## config.mk

```make
export PLATFORM = sky130hd
export DESIGN_NAME = intan_acq_engine
export DESIGN_NICKNAME = d
export VERILOG_FILES = /design/src/rtl/intan_acq_pkg.sv /design/src/rtl/intan_acq_engine_cipo_line_sampler.sv /design/src/rtl/intan_acq_engine.sv
export SDC_FILE = /design/constraint.sdc
export NUM_CORES = 1
export LEC_CHECK = 0
export ABC_AREA = 1
export BUFFER_PORTS_ARGS = -buffer_cell sky130_fd_sc_hd__buf_4
export CAP_MARGIN = 20
export CELL_PAD_IN_SITES_DETAIL_PLACEMENT = 2
export CELL_PAD_IN_SITES_GLOBAL_PLACEMENT = 2
export CORE_MARGIN = 2
export CORE_UTILIZATION = 25
export DETAILED_ROUTE_END_ITERATION = 7
export GPL_ROUTABILITY_DRIVEN = 0
export PLACE_DENSITY_LB_ADDON = 0.1
export SLEW_MARGIN = 20
export SYNTH_ARGS = -nofsm -noshare
export SYNTH_HDL_FRONTEND = slang
export SYNTH_SLANG_ARGS = --single-unit
```

## constraint.sdc

```tcl
create_clock -name clk -period 2.5 [get_ports clk]
set_input_delay 0.125 -clock clk [delete_from_list [all_inputs] [get_ports clk]]
set_output_delay 0.125 -clock clk [all_outputs]
set_load 0.02 [all_outputs]
```

## src/rtl/intan_acq_pkg.sv

```systemverilog
// Shared constants for the Intan acquisition engine: frame magics, sequencer
// state positions, phase limit and the frame-size helper.
package intan_acq_pkg;

  localparam logic [31:0] MAGIC_0 = 32'hDEAD_BEEF;
  localparam logic [31:0] MAGIC_1 = 32'hCAFE_BABE;

  localparam logic [6:0] LAST_STATE   = 7'd79;
  localparam logic [6:0] CSN_LAST     = 7'd65;
  localparam logic [6:0] SCLK_LAST    = 7'd63;
  localparam logic [6:0] SAMPLE_FIRST = 7'd2;
  localparam logic [6:0] SAMPLE_LAST  = 7'd75;
  localparam logic [6:0] CAPTURE      = 7'd76;
  localparam logic [6:0] WRITE_FIRST  = 7'd77;

  localparam logic [3:0] MAX_PHASE = 4'd11;
  localparam int         BUF_BITS  = 74;

  typedef enum logic [1:0] {
    RUN_IDLE,
    RUN_ACTIVE,
    RUN_DONE
  } run_state_t;

  // Header (magic x2, timestamp x2) plus one word per line per command cycle.
  function automatic int frame_words(input int cycles, input int lines);
    return 4 + cycles * lines;
  endfunction

endpackage

```

## src/rtl/intan_acq_engine_cipo_line_sampler.sv

```systemverilog
// One CIPO line: 74-bit oversample buffer and phase-selected {B,A} DDR word
// capture at the end of each command cycle.
module cipo_line_sampler
  import intan_acq_pkg::*;
(
  input  logic        clk,
  input  logic        rst,
  input  logic        sample_en,
  input  logic [6:0]  state,
  input  logic [3:0]  phase,
  input  logic        cipo,
  output logic [31:0] word
);

  logic [BUF_BITS-1:0] line_buf;
  logic [3:0]          phase_eff;
  logic [15:0]         a_bits;
  logic [15:0]         b_bits;

  // NOTE: every variable written in always_comb gets a default first, so no
  // path can leave it unassigned and infer a latch.
  always_comb begin
    a_bits    = '0;
    b_bits    = '0;
    phase_eff = (phase > MAX_PHASE) ? MAX_PHASE : phase;
    for (int n = 0; n < 16; n++) begin
      a_bits[15-n] = line_buf[4*n + int'(phase_eff)];
      b_bits[15-n] = line_buf[4*n + int'(phase_eff) + 2];
    end
  end

  // NOTE: line_buf has no reset: all 74 bits are rewritten during states
  // 2..75 of a cycle before the capture at state 76 reads them.
  always_ff @(posedge clk) begin
    if (sample_en && state >= SAMPLE_FIRST && state <= SAMPLE_LAST)
      line_buf[state - SAMPLE_FIRST] <= cipo;
  end

  // NOTE: sequential state is assigned with <= so every register samples the
  // pre-edge values of its inputs.
  always_ff @(posedge clk) begin
    if (rst)
      word <= '0;
    else if (sample_en && state == CAPTURE)
      word <= {b_bits, a_bits};
  end

endmodule

```

## src/rtl/intan_acq_engine.sv

```systemverilog
// Intan serial acquisition engine: shared command stream, NUM_CIPO sampled lines,
// frame-admitted FIFO output. Define INTAN_ACQ_DEBUG_PATTERN_EN for pattern data.
module intan_acq_engine
  import intan_acq_pkg::*;
#(
  parameter int NUM_CIPO   = 2,
  parameter int CYCLES     = 35,
  parameter int FIFO_DEPTH = 512
) (
  input  logic                          clk,
  input  logic                          rst,
  input  logic                          enable,
  input  logic                          reset_timestamp,
  input  logic [31:0]                   loop_count,
  input  logic [4*NUM_CIPO-1:0]         phase,
  input  logic [16*CYCLES-1:0]          copi_words,
  output logic                          fifo_write_en,
  output logic [31:0]                   fifo_write_data,
  input  logic                          fifo_full,
  input  logic [$clog2(FIFO_DEPTH):0]   fifo_count,
  output logic                          csn,
  output logic                          sclk,
  output logic                          copi,
  input  logic [NUM_CIPO-1:0]           cipo,
  output logic                          active,
  output logic                          loop_done,
  output logic [6:0]                    state_counter,
  output logic [5:0]                    cycle_counter,
  output logic [31:0]                   frames_sent,
  output logic [31:0]                   frames_dropped,
  output logic [63:0]                   timestamp
);

  localparam int         FRAME_WORDS = frame_words(CYCLES, NUM_CIPO);
  localparam logic [5:0] LAST_CYCLE  = 6'(CYCLES - 1);

  run_state_t                 run_state;
  logic [31:0]                frame_index;
  logic                       admitted;
  logic [NUM_CIPO-1:0][31:0]  words;

  logic        boundary;
  logic        stop_hit;
  logic        will_run;
  logic [31:0] fifo_free;
  logic        room_ok;

  assign boundary  = (state_counter == LAST_STATE) && (cycle_counter == LAST_CYCLE);
  assign stop_hit  = (loop_count != 32'd0) && (frame_index == loop_count);
  assign will_run  = enable && ((run_state == RUN_IDLE) ||
                                (run_state == RUN_ACTIVE && !stop_hit));
  // Signed view guards against an occupancy report above FIFO_DEPTH.
  assign fifo_free = 32'(FIFO_DEPTH) - 32'(fifo_count);
  assign room_ok   = !fifo_free[31] && (fifo_free >= 32'(FRAME_WORDS));

  always_ff @(posedge clk) begin
    if (rst) begin
      state_counter <= '0;
      cycle_counter <= '0;
    end else if (state_counter == LAST_STATE) begin
      state_counter <= '0;
      cycle_counter <= (cycle_counter == LAST_CYCLE) ? '0 : cycle_counter + 6'd1;
    end else begin
      state_counter <= state_counter + 7'd1;
    end
  end

  always_ff @(posedge clk) begin
    if (rst) begin
      run_state      <= RUN_IDLE;
      active         <= 1'b0;
      loop_done      <= 1'b0;
      frame_index    <= 32'd1;
      admitted       <= 1'b0;
      timestamp      <= '0;
      frames_sent    <= '0;
      frames_dropped <= '0;
    end else if (boundary) begin
      timestamp <= (!enable && reset_timestamp) ? 64'd0 : timestamp + 64'd1;
      if (admitted)
        frames_sent <= frames_sent + 32'd1;
      admitted <= will_run && room_ok;
      if (will_run && !room_ok)
        frames_dropped <= frames_dropped + 32'd1;
      if (!enable) begin
        run_state <= RUN_IDLE;
        active    <= 1'b0;
        loop_done <= 1'b0;
      end else begin
        case (run_state)
          RUN_IDLE: begin
            run_state   <= RUN_ACTIVE;
            active      <= 1'b1;
            frame_index <= 32'd1;
          end
          RUN_ACTIVE: begin
            if (stop_hit) begin
              run_state <= RUN_DONE;
              active    <= 1'b0;
              loop_done <= 1'b1;
            end else begin
              frame_index <= frame_index + 32'd1;
            end
          end
          default: ;
        endcase
      end
    end
  end

  always_ff @(posedge clk) begin
    if (rst) begin
      csn  <= 1'b1;
      sclk <= 1'b0;
      copi <= 1'b0;
    end else begin
      csn  <= !(active && state_counter <= CSN_LAST);
      sclk <= active && state_counter[1] && (state_counter <= SCLK_LAST);
      copi <= active && (state_counter <= SCLK_LAST) &&
              copi_words[{cycle_counter, ~state_counter[5:2]}];
    end
  end

  for (genvar k = 0; k < NUM_CIPO; k++) begin : g_line
`ifdef INTAN_ACQ_DEBUG_PATTERN_EN
    always_ff @(posedge clk) begin
      if (rst)
        words[k] <= '0;
      else if (active && state_counter == CAPTURE)
        words[k] <= {2'(k), cycle_counter, timestamp[23:0]};
    end
`else
    cipo_line_sampler u_sampler (
      .clk       (clk),
      .rst       (rst),
      .sample_en (active),
      .state     (state_counter),
      .phase     (phase[4*k +: 4]),
      .cipo      (cipo[k]),
      .word      (words[k])
    );
`endif
  end

  logic        header_slot;
  logic        line_slot;
  logic [31:0] header_word;
  logic [31:0] line_word;

  always_comb begin
    header_slot = (cycle_counter == 6'd0) && (state_counter <= 7'd3);
    line_slot   = (state_counter >= WRITE_FIRST) &&
                  (state_counter < WRITE_FIRST + 7'(NUM_CIPO));
    case (state_counter[1:0])
      2'd0:    header_word = MAGIC_0;
      2'd1:    header_word = MAGIC_1;
      2'd2:    header_word = timestamp[31:0];
      default: header_word = timestamp[63:32];
    endcase
    line_word = '0;
    for (int k = 0; k < NUM_CIPO; k++)
      if (state_counter == WRITE_FIRST + 7'(k))
        line_word = words[k];
  end

  // A full FIFO only suppresses the individual write; the frame still counts.
  always_ff @(posedge clk) begin
    if (rst) begin
      fifo_write_en   <= 1'b0;
      fifo_write_data <= '0;
    end else begin
      fifo_write_en <= 1'b0;
      if (admitted && !fifo_full) begin
        if (header_slot) begin
          fifo_write_en   <= 1'b1;
          fifo_write_data <= header_word;
        end else if (line_slot) begin
          fifo_write_en   <= 1'b1;
          fifo_write_data <= line_word;
        end
      end
    end
  end

endmodule
```

# Word-level counts from Yosys, hierarchy flattened
# Cells that the tools add are included.
# word_totals
output_inout_bits	179
ff_bits	426
wordCells	441
# op_classes
magnitude_cmp	77
bitwise	2
mux	218
n_reduce_logical	41
add_sub_neg	70
eq_ne	14
# op_table
cell	n
$lt 32x9->1 const B	62
$add 32x3->32 const B	30
$bmux 1 s7	62
$mux 32	5
$bwmux 74	2
$mux 1	135
$add 6x4->7 const A	16
$add 32x1->32 const B	3
$pmux 32 s3	1
$add 64x1->64 const B	1
$mux 64	1
$pmux 32 s2	1
$add 5x4->6 const A	8
$eq 32x32->1	1
$ge 32x7->1 const B	1
$reduce_bool 32->1	1
$eq 7x7->1 const B	4
$add 4x4->5 const A	4
$logic_and 1x1->1	20
$lt 4x8->1 const B	2
$le 7x7->1 const B	2
$lt 10x11->1 const B	1
$sub 10x10->11 const A	1
$add 3x4->5 const A	2
other kinds (38)	56

# Logic depth before layout (Yosys ltp)
# Gate-level depths: netlist of run 1.
# logic_depth
depth_word	8
depth_mapped	20
ltp_nobuf	17

# Cells and area by module
# A second synthesis of run 1 with hierarchy kept.
# hier_totals
hier_cells	4928
area_unflattened_um2	30993.5
# by_module_without_submodules
mod	n_inst	area_each_um2	cells_each
intan_acq_engine	1	19105.8	3453
cipo_line_sampler (g_line[1].u_sampler)	1	5968.2	744
cipo_line_sampler (g_line[0].u_sampler)	1	5919.4	731

# Worst setup path after synthesis of run 1
# Ideal clock, no wire load.
# synth_timing
kind	reg2reg
start	reg cycle_counter[0]
end	reg timestamp[37]
setup_time_ns	0.116
setup_slack_ns	-0.294
required_time_ns	2.384
stages_incl_launch_ff	18
arrival_time_ns	2.678
cell_sequence	dfxtp_1 -> clkbuf_1 -> inv_1 -> buf_1 -> ha_1 -> nand4_4 -> nor2_8 -> nand2_4 -> nor2_2 -> nand2_1 -> nor2_2 -> nand2_2 -> nor2_4 -> nand3_2 -> nor2_4 -> nand2_1 -> o21ai_0 -> nor2_1
# synth_via
elab_chain_cells	2
# synth_rtl
item	line	source
from (decl)	intan_acq_engine.sv:28	output logic [5:0] cycle_counter,
from (signal assigned)	intan_acq_engine.sv:62	cycle_counter <= (cycle_counter == LAST_CYCLE) ? '0 : cycle_counter + 6'd1;
$eq 6x6->1	intan_acq_engine.sv:48	assign boundary = (state_counter == LAST_STATE) && (cycle_counter == LAST_CYCLE);
$logic_and 1x1->1	intan_acq_engine.sv:48	
to (signal assigned)	intan_acq_engine.sv:79	timestamp <= (!enable && reset_timestamp) ? 64'd0 : timestamp + 64'd1;
to (decl)	intan_acq_engine.sv:31	output logic [63:0] timestamp
# Every way passes these cells.
# A chain may end at the register's enable or synchronous reset.

# Worst setup path after layout of run 1
# layout_timing
start	reg state_counter[1]
end	reg g_line[1].u_sampler.line_buf[19], enable pin
# layout_via
elab_chain_cells	3
elab_cells_between_ends	4
# layout_rtl
item	line	source
from (decl)	intan_acq_engine.sv:27	output logic [6:0] state_counter,
from (signal assigned)	intan_acq_engine.sv:64	state_counter <= state_counter + 7'd1;
$ge 7x2->1	intan_acq_engine_cipo_line_sampler.sv:35	if (sample_en && state >= SAMPLE_FIRST && state <= SAMPLE_LAST)
$logic_and 1x1->1	intan_acq_engine_cipo_line_sampler.sv:35	
$logic_and 1x1->1 *	intan_acq_engine_cipo_line_sampler.sv:35	
to (signal, indexed assignment)	intan_acq_engine_cipo_line_sampler.sv:36	line_buf[state - SAMPLE_FIRST] <= cipo;
to (decl)	intan_acq_engine_cipo_line_sampler.sv:15	logic [BUF_BITS-1:0] line_buf;
# Every way passes the cells marked *; elsewhere a longest branch is shown, timed or not.

==> reports/metrics.csv, run 1 <==
metric,value,unit
timing.slew.headroom,43.1,%
htree_levels,2,
fp.dieW,352,um
nets,6584,
outcome,finished clean,
yosysTopAreaCellShare,19.0,%
grt_setup_unrepaired,yes,
path_clk_slew,0.06,ns
grt_pass1_vias,40900,
grt_max_degree,89,
synth.area.top_cells,"nand2_1, dfxtp_1, edfxtp_1",
via_count,38300,
synth-seq-cells,425,
syn_area,30300,um^2
fp.dieH,352,um
cap_violations,0,
setup.worst_path.start_class,register,
post-route-min-period,2.44,ns
cts_tree,built,
p_per_area,458,nW/um^2
fin_crit_sh,97.6,%
fin_skew,0.0260,ns
numCtsBuffers,56,
synthDistinctLibCells,63,
coreArea,120000,um^2
total_leakage_power,0.0197,uW
yosysMostFrequentCell,nand2_1,
final_cells,7612,
yosysSeqAreaShare,32.9,%
drt_iter0_drc,2023,
yosysWarnings,0,
insertion_delay,0.68,ns
ff2ff_path_depth,11,
wl,188000,um
yosysTopAreaCell,nand2_1,
synth_nets,5553,
cts_root_buffer,clkbuf_16,
dp_worst_setup_slack,-0.423,ns
ir_worst_vdd,475,uV
synthFlopType,dfxtp_1,
hpwl,153000,um
numClockSinks,425,
syn_inst,4911,
arrival,2.80,ns
ant_nets,0,
port_buffers,795,
n_fill_cell,14700,
maxSlewViolCount,0,
drive_gt1_share,25.1,%
hp-class,input port to register,
area_growth,44.5,%
crit_type,register to register,
cp.required,2.86,ns
track_usage,29.3,%
synth-edff-count,148,
synth_async_sr_flop_share,0,%
grt_antenna_before_repair,21,
fin_setup_tns,0,ns
syn_avg_cell_area,6.18,um^2
hold_depth,5,
hold_violations,0,
critPathMaxFanout,13,
die_area,124000,um^2
setup_slack,0.0602,ns
row_count,127,
grt_overflow,0,
post-place-cells,7478,
max_freq,410,MHz
finalSetupViolCount,0,
clockBufferDepth,3,
synthTopCellsByCount,"nand2_1, nor2_1, inv_1",
start_util,25.2,%
end_kind,register,
wl_per_cell,24.7,um
firstDrtPassIters,5,
routed_via_density,5.03,
grt_pass1_wl,274000,um
worst_slew_pin_slew,0.845,ns
drcViolationCount,0,
ioPinCount,796,
[metal layers]
layer  up-vias  routed length, um  GRT usage [%]
li1      18100                  -              -
met3       242               7230           3.52
met5         -                  0              0
met2       844              95200           53.4
met4         0               8720           12.2
met1     19100              77200           34.4
[timing repair]
action,CTS,global route
pin swaps,1,10
gates resized for setup,18,202
buffers inserted,3,5
gates cloned,0,3
endpoints found under the setup margin,123,263
hold buffers,7,0
hold endpoints to repair,89,0
[path summary, 6_finish.rpt]
path | start | endpoint | slack [ns]
setup / recovery | state_counter[1] | g_line[1].u_sampler.line_buf[19] | 0.06
hold / removal | fifo_count[9] | admitted | 0.04
setup reg to reg | state_counter[1] | g_line[1].u_sampler.line_buf[19] | 0.06
hold reg to reg | fifo_write_data[3] | fifo_write_data[3] | 0.47
[cells in the final DEF (no fill, tap or decap), types with 7 or more instances in the layout]
cell	synthesis	layout
a211oi_1	8	8
a21oi_1	193	193
a31oi_1	11	11
a41oi_1	33	33
buf_12	0	36
buf_4	4	1157
buf_6	2	11
bufinv_16	0	10
clkbuf_1	144	8
clkbuf_16	0	60
clkbuf_8	0	8
clkinv_1	6	11
dfxtp_1	277	269
diode_2	0	15
dlygate4sd3_1	0	7
edfxtp_1	148	148
ha_1	25	23
inv_1	526	520
inv_2	7	10
nand2_1	1534	1529
nand2_2	2	7
nand3_1	372	368
nand4_1	68	68
nor2_1	607	511
nor2_2	5	61
nor2_4	7	47
nor3_1	106	101
nor4_1	24	21
o211ai_1	44	44
o21a_1	9	9
o21ai_0	425	410
o21ai_1	2	13
o221ai_1	17	17
o22ai_1	21	21
or2_2	20	20
xnor2_1	41	40
xor2_1	63	63
[registers in the layout, indices dropped and copies added (netlist names)]
signal                     flops
g_line.u_sampler.line_buf    148
g_line.u_sampler.word         64
timestamp                     64
fifo_write_data               32
frame_index                   32
frames_dropped                32
frames_sent                   32
state_counter                  7
cycle_counter                  6
run_state                      2
admitted                       1
copi                           1
csn                            1
fifo_write_en                  1
loop_done                      1
sclk                           1
[through the flow]
stage | cell area [um^2] | hold WS [ns] | utilization, % | power [uW]
floorplan | 30300 | 0.224 | - | 8970
global placement | 40800 | 0.446 | 34.0 | 11000
detailed placement | 40800 | 0.464 | 34.0 | 11100
CTS | 43000 | 0.0189 | 35.8 | 20200
global route | 43800 | 0.0899 | 36.5 | 20800
finish | 43800 | 0.0400 | 36.5 | 20100
[where the power goes]
part | leakage, uW | internal (uW) | switching, uW
combinational | 0.0152 | 1630 | 2310
clock | 0.000969 | 5440 | 3550
sequential | 0.00356 | 7150 | 8.42
[critical path, cell delays in order (launching register included)]
cell and delay (ns):
dfxtp_1 0.38, ha_4 0.18, buf_8 0.14, inv_1 0.06, a31oi_1 0.15, inv_1 0.12, o211ai_1 0.25, nand3_2 0.18
nor2_4 0.19, nand2_1 0.07, buf_4 0.21, nor2_1 0.19
[cells by family (layout without fill, tap and decap cells)]
logic type,after synthesis,after routing,share of synthesized area [%]
fa+ha+maj,25,25,1.03
other cells,0,15,0
simple gates,2778,2778,38.2
mux,4,4,0.132
xor+xnor,104,104,3.00
buf+inv,786,1860,10.1
flops,425,425,32.9
compound gates,789,789,14.6
[cell type report]
class	count	area [um^2]	share of cell area, %
clock buffers	73	1570	3.58
inverters	540	2060	4.69
diodes	15	37.5	0.0857
well taps	1612	2020	4.60
repair buffers	1219	9790	22.3
multi-input cells	3700	17900	40.9
flip-flops and latches	425	10000	22.8
clock inverters	28	440	1.01
(Power assumes the default switching activity.)
==> inputs of run 2 (changes only) <==
- CORE_ASPECT_RATIO: unset -> 1.75
- GPL_ROUTABILITY_DRIVEN: 0 -> unset
==> run 2 against run 1 <==
  * Clock skew grew 0.014 ns
  * Largest cell class unchanged
  * Clock-buffer cell count decreased by 10
  * Register-to-register slack lost 0.03 ns
  * Cell area grew 0.77%
  * Clock power shrank 19%
  * Sequential power barely moved
  * Power fell by 7.9%
==> reports/metrics.csv, run 2 (synthesis gave the netlist of run 1 again) <==
metric,value,unit,change
arrival,3.00,ns,+0.20 ns
ant_nets,0,,unchanged
clockBufferDepth,3,,unchanged
final_cells,7677,,+0.85%
hold_depth,5,,unchanged
dp_worst_setup_slack,-0.237,ns,+0.186 ns
numCtsBuffers,46,,-18%
track_usage,29.9,%,+0.58 points
fin_skew,0.0403,ns,+0.0143 ns
min_from,reset_timestamp,,
firstDrtPassIters,5,,unchanged
n_fill_cell,14700,,+0.33%
r2r-end,copi,,
top_register,g_line.u_sampler.line_buf,,
port_buffers,795,,unchanged
crit_type,register to register,,
grt_pass1_vias,41600,,+1.7%
fp.dieH,465,um,+32%
area_growth,45.6,%,
hold_end,timestamp[62],,
htree_levels,2,,unchanged
layout_commonest_cell,nand2_1,,
clkPwrFrac,39.5,%,-5.3 points
maxSlewViolCount,0,,unchanged
timing.slew.headroom,45.2,%,+2.1 points
routed_via_density,5.00,,-0.48%
reg_top3,"g_line.u_sampler.line_buf: 148 flops, g_line.u_sampler.word: 64 flops, timestamp: 64 flops",,
p_comb_share,21.9,%,+2.3 points
grt_overflow,0,,unchanged
critPathMaxFanout,17,,+4
drcViolationCount,0,,unchanged
switching_share,30.5,%,+1.3 points
grt_setup_unrepaired,yes,,
fp.dieW,267,um,-24%
place.gp.congestion,0.960,,
via_count,38400,,+0.37%
grt_pass1_wl,273000,um,-0.36%
p_seq_share,38.6,%,+3.0 points
grt_max_degree,124,,+39%
row_count,169,,+33%
multi_input_area,17800,um^2,-0.82%
fin_crit_sh,98.9,%,+1.3 points
total_leakage_power,0.0201,uW,+1.8%
internal-power,12900,uW,-9.6%
cp.required,3.02,ns,+0.16 ns
p_switching,5640,uW,-3.9%
seqCellArea,10000,um^2,about the same
worst_slew_pin_slew,0.822,ns,-0.0228 ns
drive_gt1_share,25.7,%,+0.65 points
setup.worst_path.start_class,register,,
finalSetupViolCount,0,,unchanged
p_per_area,419,nW/um^2,-8.6%
wl_per_cell,25.5,um,+3.0%
path_clk_slew,0.06,ns,about the same
cts_tree,built,,
hold_ws,0.0224,ns,-0.0176 ns
cts_root_buffer,clkbuf_16,,
post-place-cells,7533,,+0.74%
outcome,finished clean,,
die_area,124000,um^2,about the same
start_util,25.1,%,-0.13 points
setup_slack,0.0283,ns,-0.0318 ns
hp-class,input port to register,,
end_kind,register,,
hold_violations,0,,unchanged
coreArea,121000,um^2,+0.51%
reg2reg_slack,0.03,ns,-0.03 ns
insertion_delay,0.67,ns,about the same
hpwl,160000,um,+4.4%
wl,196000,um,+3.8%
nets,6653,,+1.0%
layout_common_cells,"nand2_1, buf_4, nor2_1",,
timing.rr.start,state_counter[2],,
drt_iter0_drc,1483,,-27%
ir_worst_vdd,436,uV,-8.2%
cap_violations,0,,unchanged
max_freq,405,MHz,-1.3%
largest_register_ffs,148,,unchanged
post-route-min-period,2.47,ns,+0.0318 ns
numClockSinks,425,,unchanged
ff2ff_path_depth,19,,+8
grt_antenna_before_repair,12,,-43%
ioPinCount,796,,unchanged
run 2: cell types whose count changed in the layout (fill, tap and decap cells not counted), sizes merged:
cell,before,now
clkinv,21,22
clkbuf,76,77
bufinv,10,3
dlygate4sd3,7,6
diode,15,6
buf,1209,1277
run 2: worst max-delay path, stage by stage, from the launching register on:
cell and delay [ns]:
dfxtp_4 0.41, buf_12 0.18, buf_16 0.17, buf_12 0.16, nand2_1 0.06, nand2_1 0.07, nor2_1 0.05, nor2_2 0.15
nand2_1 0.11, nor2_4 0.16, nor2_1 0.06, nor2_1 0.11, buf_4 0.12, nand2_1 0.08, nand2_1 0.07, nand2_1 0.05
o21ai_1 0.12, nand2_1 0.06, nor2_1 0.11, nor2_1 0.05
run 2: layout make-up:
type | count | area share, %
antenna | 6 | 0.0340
inverter | 540 | 4.66
sequential | 425 | 22.7
clock inverter | 21 | 0.536
clock buffer | 63 | 2.96
timing repair buffer | 1297 | 24.3
tap | 1624 | 4.60
timing repair inverter | 1 | 0.0368
multi-input combinational | 3700 | 40.2
run 2: how the worst max path moves through the flow:
stage,endpoint,depth (start not counted),slack (ns),start
after detailed placement,copi,18,-0.24,state_counter[2]
after floorplan,timestamp[37],17,-0.04,cycle_counter[0]
final,copi,19,0.03,state_counter[2]
after global placement,copi,18,-0.24,state_counter[2]
after CTS,copi,18,-0.05,state_counter[2]
after global routing,copi,21,-0.12,state_counter[2]
run 2: power groups by stage:
stage | Combinational (uW) | Sequential [uW] | Clock (uW)
6_report | 4040 | 7150 | 7300
4_1_cts | 3880 | 7150 | 7480
3_5_place_dp | 3850 | 7300 | 0
5_1_grt | 4400 | 7150 | 7670
3_3_place_gp | 3780 | 7300 | 0
2_1_floorplan | 1670 | 7310 | 0
run 2: stage by stage:
| stage | cell area, um^2 | power (uW) | TNS (ns) | util, % |
|---|---|---|---|---|
| floorplan | 30300 | 8970 | -0.0418 | - |
| global placement | 41200 | 11100 | -0.340 | 34.2 |
| detailed placement | 41200 | 11200 | -1.08 | 34.2 |
| CTS | 42900 | 18500 | -0.0466 | 35.5 |
| global route | 44100 | 19200 | -6.75 | 36.6 |
| finish | 44100 | 18500 | 0 | 36.6 |
run 2: repair_timing:
| item | 4_1_cts | 5_1_grt |
|---|---|---|
| gates resized for setup | 13 | 201 |
| buffers inserted | 3 | 27 |
| hold endpoints to repair | 28 | 0 |
| pin swaps | 1 | 38 |
| gates cloned | 0 | 18 |
| hold buffers | 6 | 0 |
| endpoints found under the setup margin | 40 | 224 |
run 2: layer usage:
metal / share of wire, % / up-vias / global-route usage, %
li1: - / 18200 / -
met1: 36 / 19000 / 29.9
met3: 4.4 / 295 / 4.70
met5: 0.025 / - / 0
met2: 55 / 946 / 58.8
met4: 5.2 / 8 / 14.0
